==> src/rtl/clock_pkg.sv <==
// Shared types and constants for the digital clock time-setting controller.
// Digit positions follow the 8-digit scanner order: hh, sep, mm, sep, ss.
package clock_pkg;

    typedef enum logic [2:0] {
        RUN,
        SET_HH,
        SET_MM,
        SET_SS,
        COMMIT
    } state_t;

    typedef enum logic [1:0] {
        FIELD_HH   = 2'd0,
        FIELD_MM   = 2'd1,
        FIELD_SS   = 2'd2,
        FIELD_NONE = 2'd3
    } field_t;

    localparam int KEY_MODE = 0;
    localparam int KEY_NEXT = 1;
    localparam int KEY_UP   = 2;
    localparam int KEY_DOWN = 3;

    localparam int HH_MAX = 23;
    localparam int MS_MAX = 59;

    localparam int DIG_HH_HI = 0;
    localparam int DIG_HH_LO = 1;
    localparam int DIG_MM_HI = 3;
    localparam int DIG_MM_LO = 4;
    localparam int DIG_SS_HI = 6;
    localparam int DIG_SS_LO = 7;

    function automatic logic [7:0] field_mask(input field_t f);
        logic [7:0] m;
        m = '0;
        case (f)
            FIELD_HH: begin
                m[DIG_HH_HI] = 1'b1;
                m[DIG_HH_LO] = 1'b1;
            end
            FIELD_MM: begin
                m[DIG_MM_HI] = 1'b1;
                m[DIG_MM_LO] = 1'b1;
            end
            FIELD_SS: begin
                m[DIG_SS_HI] = 1'b1;
                m[DIG_SS_LO] = 1'b1;
            end
            default: m = '0;
        endcase
        return m;
    endfunction

endpackage

==> src/rtl/key_repeat.sv <==
// Rising-edge detector with typematic auto-repeat for one debounced key.
// Emits a step on the press, again after the hold time, then at the repeat period.
module key_repeat #(
    parameter int F_CLK     = 50000000,
    parameter int HOLD_MS   = 500,
    parameter int REPEAT_MS = 100
) (
    input  logic clk,
    input  logic rst_n,
    input  logic key,
    output logic step
);

    localparam int HOLD_CYC   = HOLD_MS * (F_CLK / 1000);
    localparam int REPEAT_CYC = REPEAT_MS * (F_CLK / 1000);
    localparam int MAX_CYC    = (HOLD_CYC > REPEAT_CYC) ? HOLD_CYC : REPEAT_CYC;
    localparam int CNT_W      = $clog2(MAX_CYC + 1);

    localparam logic [CNT_W-1:0] HOLD_LIM   = CNT_W'(HOLD_CYC);
    localparam logic [CNT_W-1:0] REPEAT_LIM = CNT_W'(REPEAT_CYC);
    localparam logic [CNT_W-1:0] CNT_ONE    = CNT_W'(1);

    logic             key_prev;
    logic             repeating;
    logic [CNT_W-1:0] cnt;
    logic             press;
    logic             hold_hit;

    // cnt holds the cycles elapsed since the press (or since the last repeat step)
    assign press    = key & ~key_prev;
    assign hold_hit = key & key_prev & (cnt == (repeating ? REPEAT_LIM : HOLD_LIM));
    assign step     = press | hold_hit;

    always_ff @(posedge clk or negedge rst_n) begin
        if (!rst_n) begin
            key_prev  <= 1'b0;
            repeating <= 1'b0;
            cnt       <= '0;
        end else begin
            key_prev <= key;
            if (!key) begin
                repeating <= 1'b0;
                cnt       <= '0;
            end else if (press) begin
                repeating <= 1'b0;
                cnt       <= CNT_ONE;
            end else if (hold_hit) begin
                repeating <= 1'b1;
                cnt       <= CNT_ONE;
            end else begin
                cnt <= cnt + CNT_ONE;
            end
        end
    end

endmodule

==> src/rtl/clock_set_ctrl.sv <==
// Key-driven time-setting controller: freezes the timekeeper, edits hh/mm/ss,
// writes the result back with a one-cycle load and blinks the selected field.
module clock_set_ctrl
    import clock_pkg::*;
#(
    parameter int F_CLK     = 50000000,
    parameter int BLINK_HZ  = 2,
    parameter int HOLD_MS   = 500,
    parameter int REPEAT_MS = 100,
    parameter int TIMEOUT_S = 10
) (
    input  logic       i_clk,
    input  logic       i_rst_n,
    input  logic [3:0] i_key,
    input  logic [4:0] i_hh,
    input  logic [5:0] i_mm,
    input  logic [5:0] i_ss,
    output logic       o_run,
    output logic       o_load,
    output logic [4:0] o_hh,
    output logic [5:0] o_mm,
    output logic [5:0] o_ss,
    output logic       o_edit,
    output logic [1:0] o_field,
    output logic [7:0] o_blink_mask
);

    localparam int BLINK_HALF  = F_CLK / (2 * BLINK_HZ);
    localparam int TIMEOUT_CYC = TIMEOUT_S * F_CLK;
    localparam int BLINK_W     = $clog2(BLINK_HALF + 1);
    localparam int TO_W        = $clog2(TIMEOUT_CYC + 1);

    localparam logic [BLINK_W-1:0] BLINK_LAST = BLINK_W'(BLINK_HALF - 1);
    localparam logic [BLINK_W-1:0] BLINK_ONE  = BLINK_W'(1);
    localparam logic [TO_W-1:0]    TO_LAST    = TO_W'(TIMEOUT_CYC - 1);
    localparam logic [TO_W-1:0]    TO_ONE     = TO_W'(1);
    localparam logic [5:0]         HH_LIM     = 6'(HH_MAX);
    localparam logic [5:0]         MS_LIM     = 6'(MS_MAX);

    state_t             state_q;
    state_t             state_d;
    logic [4:0]         hh_q, hh_d;
    logic [5:0]         mm_q, mm_d;
    logic [5:0]         ss_q, ss_d;
    logic               mode_prev, next_prev;
    logic               mode_edge, next_edge;
    logic               up_step, dn_step;
    logic               inc, dec;
    logic               in_set, activity, timeout_hit;
    logic [BLINK_W-1:0] blink_cnt;
    logic               blink_phase;
    logic [TO_W-1:0]    to_cnt;

    function automatic logic [5:0] wrap_step(input logic [5:0] v, input logic [5:0] vmax,
                                             input logic up);
        if (up)
            return (v >= vmax) ? 6'd0 : v + 6'd1;
        else
            return (v == 6'd0) ? vmax : v - 6'd1;
    endfunction

    function automatic field_t state_field(input state_t s);
        case (s)
            SET_HH:  return FIELD_HH;
            SET_MM:  return FIELD_MM;
            SET_SS:  return FIELD_SS;
            default: return FIELD_NONE;
        endcase
    endfunction

    key_repeat #(.F_CLK(F_CLK), .HOLD_MS(HOLD_MS), .REPEAT_MS(REPEAT_MS)) u_up (
        .clk   (i_clk),
        .rst_n (i_rst_n),
        .key   (i_key[KEY_UP]),
        .step  (up_step)
    );

    key_repeat #(.F_CLK(F_CLK), .HOLD_MS(HOLD_MS), .REPEAT_MS(REPEAT_MS)) u_down (
        .clk   (i_clk),
        .rst_n (i_rst_n),
        .key   (i_key[KEY_DOWN]),
        .step  (dn_step)
    );

    assign mode_edge   = i_key[KEY_MODE] & ~mode_prev;
    assign next_edge   = i_key[KEY_NEXT] & ~next_prev;
    // Simultaneous UP and DOWN steps cancel but still count as activity
    assign inc         = up_step & ~dn_step;
    assign dec         = dn_step & ~up_step;
    assign in_set      = (state_q == SET_HH) || (state_q == SET_MM) || (state_q == SET_SS);
    assign activity    = mode_edge | next_edge | up_step | dn_step;
    assign timeout_hit = in_set & ~activity & (to_cnt == TO_LAST);

    assign o_hh = hh_q;
    assign o_mm = mm_q;
    assign o_ss = ss_q;

    always_comb begin
        state_d = state_q;
        hh_d    = hh_q;
        mm_d    = mm_q;
        ss_d    = ss_q;
        unique case (state_q)
            RUN: begin
                if (mode_edge) begin
                    state_d = SET_HH;
                    hh_d    = i_hh;
                    mm_d    = i_mm;
                    ss_d    = i_ss;
                end
            end
            SET_HH, SET_MM, SET_SS: begin
                if (mode_edge) begin
                    state_d = COMMIT;
                end else if (next_edge) begin
                    case (state_q)
                        SET_HH:  state_d = SET_MM;
                        SET_MM:  state_d = SET_SS;
                        default: state_d = SET_HH;
                    endcase
                end else if (inc | dec) begin
                    case (state_q)
                        SET_HH:  hh_d = 5'(wrap_step({1'b0, hh_q}, HH_LIM, inc));
                        SET_MM:  mm_d = wrap_step(mm_q, MS_LIM, inc);
                        default: ss_d = wrap_step(ss_q, MS_LIM, inc);
                    endcase
                end else if (timeout_hit) begin
                    state_d = RUN;
                end
            end
            COMMIT:  state_d = RUN;
            default: state_d = RUN;
        endcase
    end

    // Display-side outputs are derived from the current state, so they trail it by a cycle
    always_ff @(posedge i_clk or negedge i_rst_n) begin
        if (!i_rst_n) begin
            state_q      <= RUN;
            hh_q         <= '0;
            mm_q         <= '0;
            ss_q         <= '0;
            mode_prev    <= 1'b0;
            next_prev    <= 1'b0;
            blink_cnt    <= '0;
            blink_phase  <= 1'b0;
            to_cnt       <= '0;
            o_run        <= 1'b1;
            o_load       <= 1'b0;
            o_edit       <= 1'b0;
            o_field      <= FIELD_NONE;
            o_blink_mask <= '0;
        end else begin
            state_q      <= state_d;
            hh_q         <= hh_d;
            mm_q         <= mm_d;
            ss_q         <= ss_d;
            mode_prev    <= i_key[KEY_MODE];
            next_prev    <= i_key[KEY_NEXT];
            o_run        <= (state_d == RUN);
            o_load       <= (state_d == COMMIT);
            o_edit       <= in_set;
            o_field      <= in_set ? state_field(state_q) : FIELD_NONE;
            o_blink_mask <= (in_set && blink_phase) ? field_mask(state_field(state_q)) : '0;

            if (!in_set || next_edge || up_step || dn_step) begin
                blink_cnt   <= '0;
                blink_phase <= 1'b0;
            end else if (blink_cnt == BLINK_LAST) begin
                blink_cnt   <= '0;
                blink_phase <= ~blink_phase;
            end else begin
                blink_cnt <= blink_cnt + BLINK_ONE;
            end

            if (!in_set || activity)
                to_cnt <= '0;
            else
                to_cnt <= to_cnt + TO_ONE;
        end
    end

endmodule

==> config.mk <==
export PLATFORM = sky130hd
export DESIGN_NAME = clock_set_ctrl
export DESIGN_NICKNAME = d
export VERILOG_FILES = /design/src/rtl/clock_pkg.sv /design/src/rtl/key_repeat.sv /design/src/rtl/clock_set_ctrl.sv
export SDC_FILE = /design/constraint.sdc
export NUM_CORES = 1
export LEC_CHECK = 0
export BUFFER_PORTS_ARGS = -buffer_cell sky130_fd_sc_hd__buf_4
export CAP_MARGIN = 20
export CORE_MARGIN = 8
export CORE_UTILIZATION = 55
export CTS_BUF_LIST = sky130_fd_sc_hd__clkbuf_4 sky130_fd_sc_hd__clkbuf_8
export CTS_CLUSTER_SIZE = 8
export DETAILED_ROUTE_END_ITERATION = 12
export GPL_TIMING_DRIVEN = 0
export PLACE_DENSITY = 0.78
export RECOVER_POWER = 25
export SLEW_MARGIN = 20
export SYNTH_ARGS = -nofsm -noshare
export SYNTH_HDL_FRONTEND = slang
export SYNTH_SLANG_ARGS = --single-unit
==> constraint.sdc <==
create_clock -name i_clk -period 4.1 [get_ports i_clk]
set_clock_uncertainty 0.1 [all_clocks]
set_input_delay 0.205 -clock i_clk [delete_from_list [all_inputs] [get_ports i_clk]]
set_output_delay 0.205 -clock i_clk [all_outputs]
set_load 0.01 [all_outputs]
==> impl_metrics.env <==
export IMPL_drc=0
export IMPL_vias_per_cell=5.58
export IMPL_post_synth_num_cell_types=59
export IMPL_tightest_slew_ns=3.24
export IMPL_avgSynthCellArea_sq_um=9.14
export IMPL_seq_area_frac_synth_pct=46.5
export IMPL_p_leak_nw=3.55
export IMPL_setup_viol=0
export IMPL_p_clk_share_pct=27.1
export IMPL_antenna_cells=0
export IMPL_fin_tns_setup_ns=0
export IMPL_fp_row_count=42
export IMPL_clock_latency_ns=0.46
export IMPL_ys_ff_latch=138
export IMPL_drt_wl_total_um=15900
export IMPL_crit_buf_inv=3
export IMPL_r2r_start="u_up.cnt[4]$_DFF_PN0_"
export IMPL_n_fill_cell=1056
export IMPL_drv_slew=58
export IMPL_antenna_left=0
export IMPL_rrSetupSlack_ns=0.47
export IMPL_drive_above_1_share_pct=11.1
export IMPL_ys_dominant_reg_cell="dfrtp_1"
export IMPL_use_met1_pct=24.3
export IMPL_syn_inst=813
export IMPL_power_total_w=0.00400
export IMPL_maxCapViolations=1
export IMPL_die_area_sq_um=17500
export IMPL_vdd_drop_max_uv=217
export IMPL_synth_edf_count=0
export IMPL_worst_setup_path_end_kind="register"
export IMPL_seq_power_share_pct=40.3
export IMPL_power_density_nw_per_um2=464
export IMPL_crit_chain="nor4b_1 > nand4_1 > a211oi_1 > o21ai_0 > inv_1 > ha_1 > clkbuf_1 > buf_1 > nand2_1 > o211ai_1 > o211ai_1 > o21ai_0"
export IMPL_die_h_um=132
export IMPL_area_growth_synth_to_final_pct=16.1
export IMPL_drtIter0Drc=488
export IMPL_synth_area_leaders="dfrtp_1, nor2_1, xor2_1"
export IMPL_grtUsageMet3_pct=5.45
export IMPL_p_int_w=0.00255
export IMPL_cp_start_kind="register"
export IMPL_dr_pass1_iters=5
export IMPL_synth_top_area_share_pct=45.5
export IMPL_start_util_pct=56.1
export IMPL_cp_required_ns=4.37
export IMPL_post_route_min_period_ns=3.63
export IMPL_cts_reportedPaths_clkPinSlew_ns=0.08
export IMPL_layout_worst_path_cycle_share_pct=88.6
export IMPL_io_buffers=50
export IMPL_antenna_found_initial=0
export IMPL_final_cell_mix="nor2_1, dfrtp_1, nand2_1, xor2_1, buf_4"
export IMPL_core_sq_um=13200
export IMPL_grt_max_degree=82
export IMPL_clockBufferDepth=2
export IMPL_grt_busiest_layer="met2"
export IMPL_vias=6095
export IMPL_synthArstFlopShare_pct=100
export IMPL_root_buffer="clkbuf_8"
export IMPL_grt_remaining_overflow=0
export IMPL_die_w_um=132
export IMPL_avgRoutedWirePerCell_um=14.6
export IMPL_syn_cell_area_sq_um=7430
export IMPL_critical_path_class="register to register"
export IMPL_cpPeakStageDelay_ns=0.44
export IMPL_cts_sinks=138
export IMPL_finalNetCount=942
export IMPL_ios=53
export IMPL_holdWs_ns=0.0429
export IMPL_cp_max_fo=10
export IMPL_h_tree_depth=4
export IMPL_timing_fmax_mhz=275
export IMPL_ctsResizeCount=0
export IMPL_min_from="i_ss[3]"
export IMPL_final_common_cell="nor2_1"
export IMPL_dp_hpwl_um=10800
export IMPL_status="finished with violations"
export IMPL_gp_congestion=0.872
export IMPL_place_area_sq_um=8060
export IMPL_violations="max-capacitance violations, max-slew violations"
export IMPL_fin_util_pct=65.1
export IMPL_yosys_area_top_type="dfrtp_1"
export IMPL_arrival_ns=3.90
export IMPL_sw_frac_of_total_pct=36.2
export IMPL_grt_use_met2_pct=29.3
export IMPL_cts_tree="built"
export IMPL_critPathTopFamily="compound AO/OA/AOI/OAI gates"
export IMPL_grt_pass1_vias=5761
export IMPL_yosys_warnings=0
export IMPL_grt_pass1_wl_um=27200
export IMPL_track_usage_pct=18.7
export IMPL_cts_setup_buffers=0
export IMPL_critical_path_slowest_cell="dfrtp_1"
export IMPL_hold_viol_final=0
export IMPL_p_sw_w=0.00145
export IMPL_grt_setup_unrepaired="no"
export IMPL_final_area_sq_um=8620
export IMPL_max_slew_margin_rel_pct=-116
export IMPL_comb_power_share_pct=32.6
export IMPL_cts_buffers=17
export IMPL_startpoint="u_up.cnt[4]$_DFF_PN0_"
export IMPL_hp_class="primary input to register"
[tightest hold or removal path: cells and delay by family]
kind / cells / cell delay [ns]
compound gates: 1 / 0.16
simple gates: 1 / 0.12
buf+inv: 1 / 0.08
[metrics by stage]
step           worst slack [ns]  std cells
6_report                  0.466       1093
5_1_grt                   0.104       1093
4_1_cts                   0.491       1093
3_5_place_dp              0.519       1041
3_3_place_gp              0.558       1040
2_1_floorplan             0.997        814
[flip-flops by register name, summed over array words and instances (netlist names), 2 cells and up]
signal,flops
u_up.cnt,25
u_down.cnt,25
o_field,2
to_cnt,29
o_blink_mask,3
o_ss,6
o_hh,5
o_mm,6
state_q,3
blink_cnt,24
[per-layer routing]
metal / part of all wire [%] / vias up
li1: - / 3010
met5: 0 / -
met2: 47 / 158
met1: 47 / 2911
met3: 5.1 / 16
met4: 0.99 / 0
[synthesized netlist by cell type, drive strengths merged (3+ instances only)]
master / number
and2: 7
dfstp: 3
o21ai: 31
inv: 28
o31ai: 4
nand3: 48
nor4bb: 4
xnor2: 43
nor3b: 4
xor2: 59
o21a: 5
buf: 15
nand4b: 3
nand2b: 3
nor4b: 5
nor2b: 4
ha: 15
o211ai: 10
nand4: 26
nor2: 146
or3: 3
nor3: 25
and4: 11
o2111ai: 4
clkbuf: 20
and3: 14
a31oi: 8
nand2: 59
a21oi: 27
nor4: 10
dfrtp: 135
a211oi: 6
[area by class of cell]
cell class	instances	area, sq um	area share (%)
multi-input combinational	613	3690	42.8
sequential	138	3460	40.1
timing repair buffer	71	584	6.77
clock buffer	18	241	2.80
tap	176	220	2.55
buffer	35	176	2.05
clock inverter	14	148	1.71
inverter	28	105	1.22
[worst paths after layout]
kind | endpoint | cells past startpoint
max reg2reg | o_ss[5]$_DFFE_PN0P_ | 12
min in group asynchronous | o_mm[2]$_DFFE_PN0P_ | 2
max in group asynchronous | u_down.cnt[20]$_DFF_PN0_ | 2
min reg2reg | to_cnt[0]$_DFF_PN0_ | 1
max | o_ss[5]$_DFFE_PN0P_ | 12
min | o_ss[3]$_DFFE_PN0P_ | 3
[repair_timing]
item | CTS | global route
endpoints found under the setup margin | 0 | 0
hold buffers | 20 | 0
endpoints found under the hold margin | 97 | 0
[cells by family after synthesis]
group	count (synthesis)	synth area share (%)
flops	138	46.5
fa+ha+maj	15	2.53
compound gates	114	10.0
xor+xnor	102	12.0
simple gates	380	25.0
other cells	1	0.0505
buf+inv	63	3.79
[power by group through the flow]
stage	combinational (W)	clock, W	sequential (W)
after CTS	0.00129	0.00112	0.00161
final	0.00130	0.00108	0.00161
after global routing	0.00145	0.00119	0.00163
after floorplan	0.000806	0	0.00166
after detailed placement	0.00127	0	0.00164
after global placement	0.00124	0	0.00164
Power figures use the tool's default switching activity.
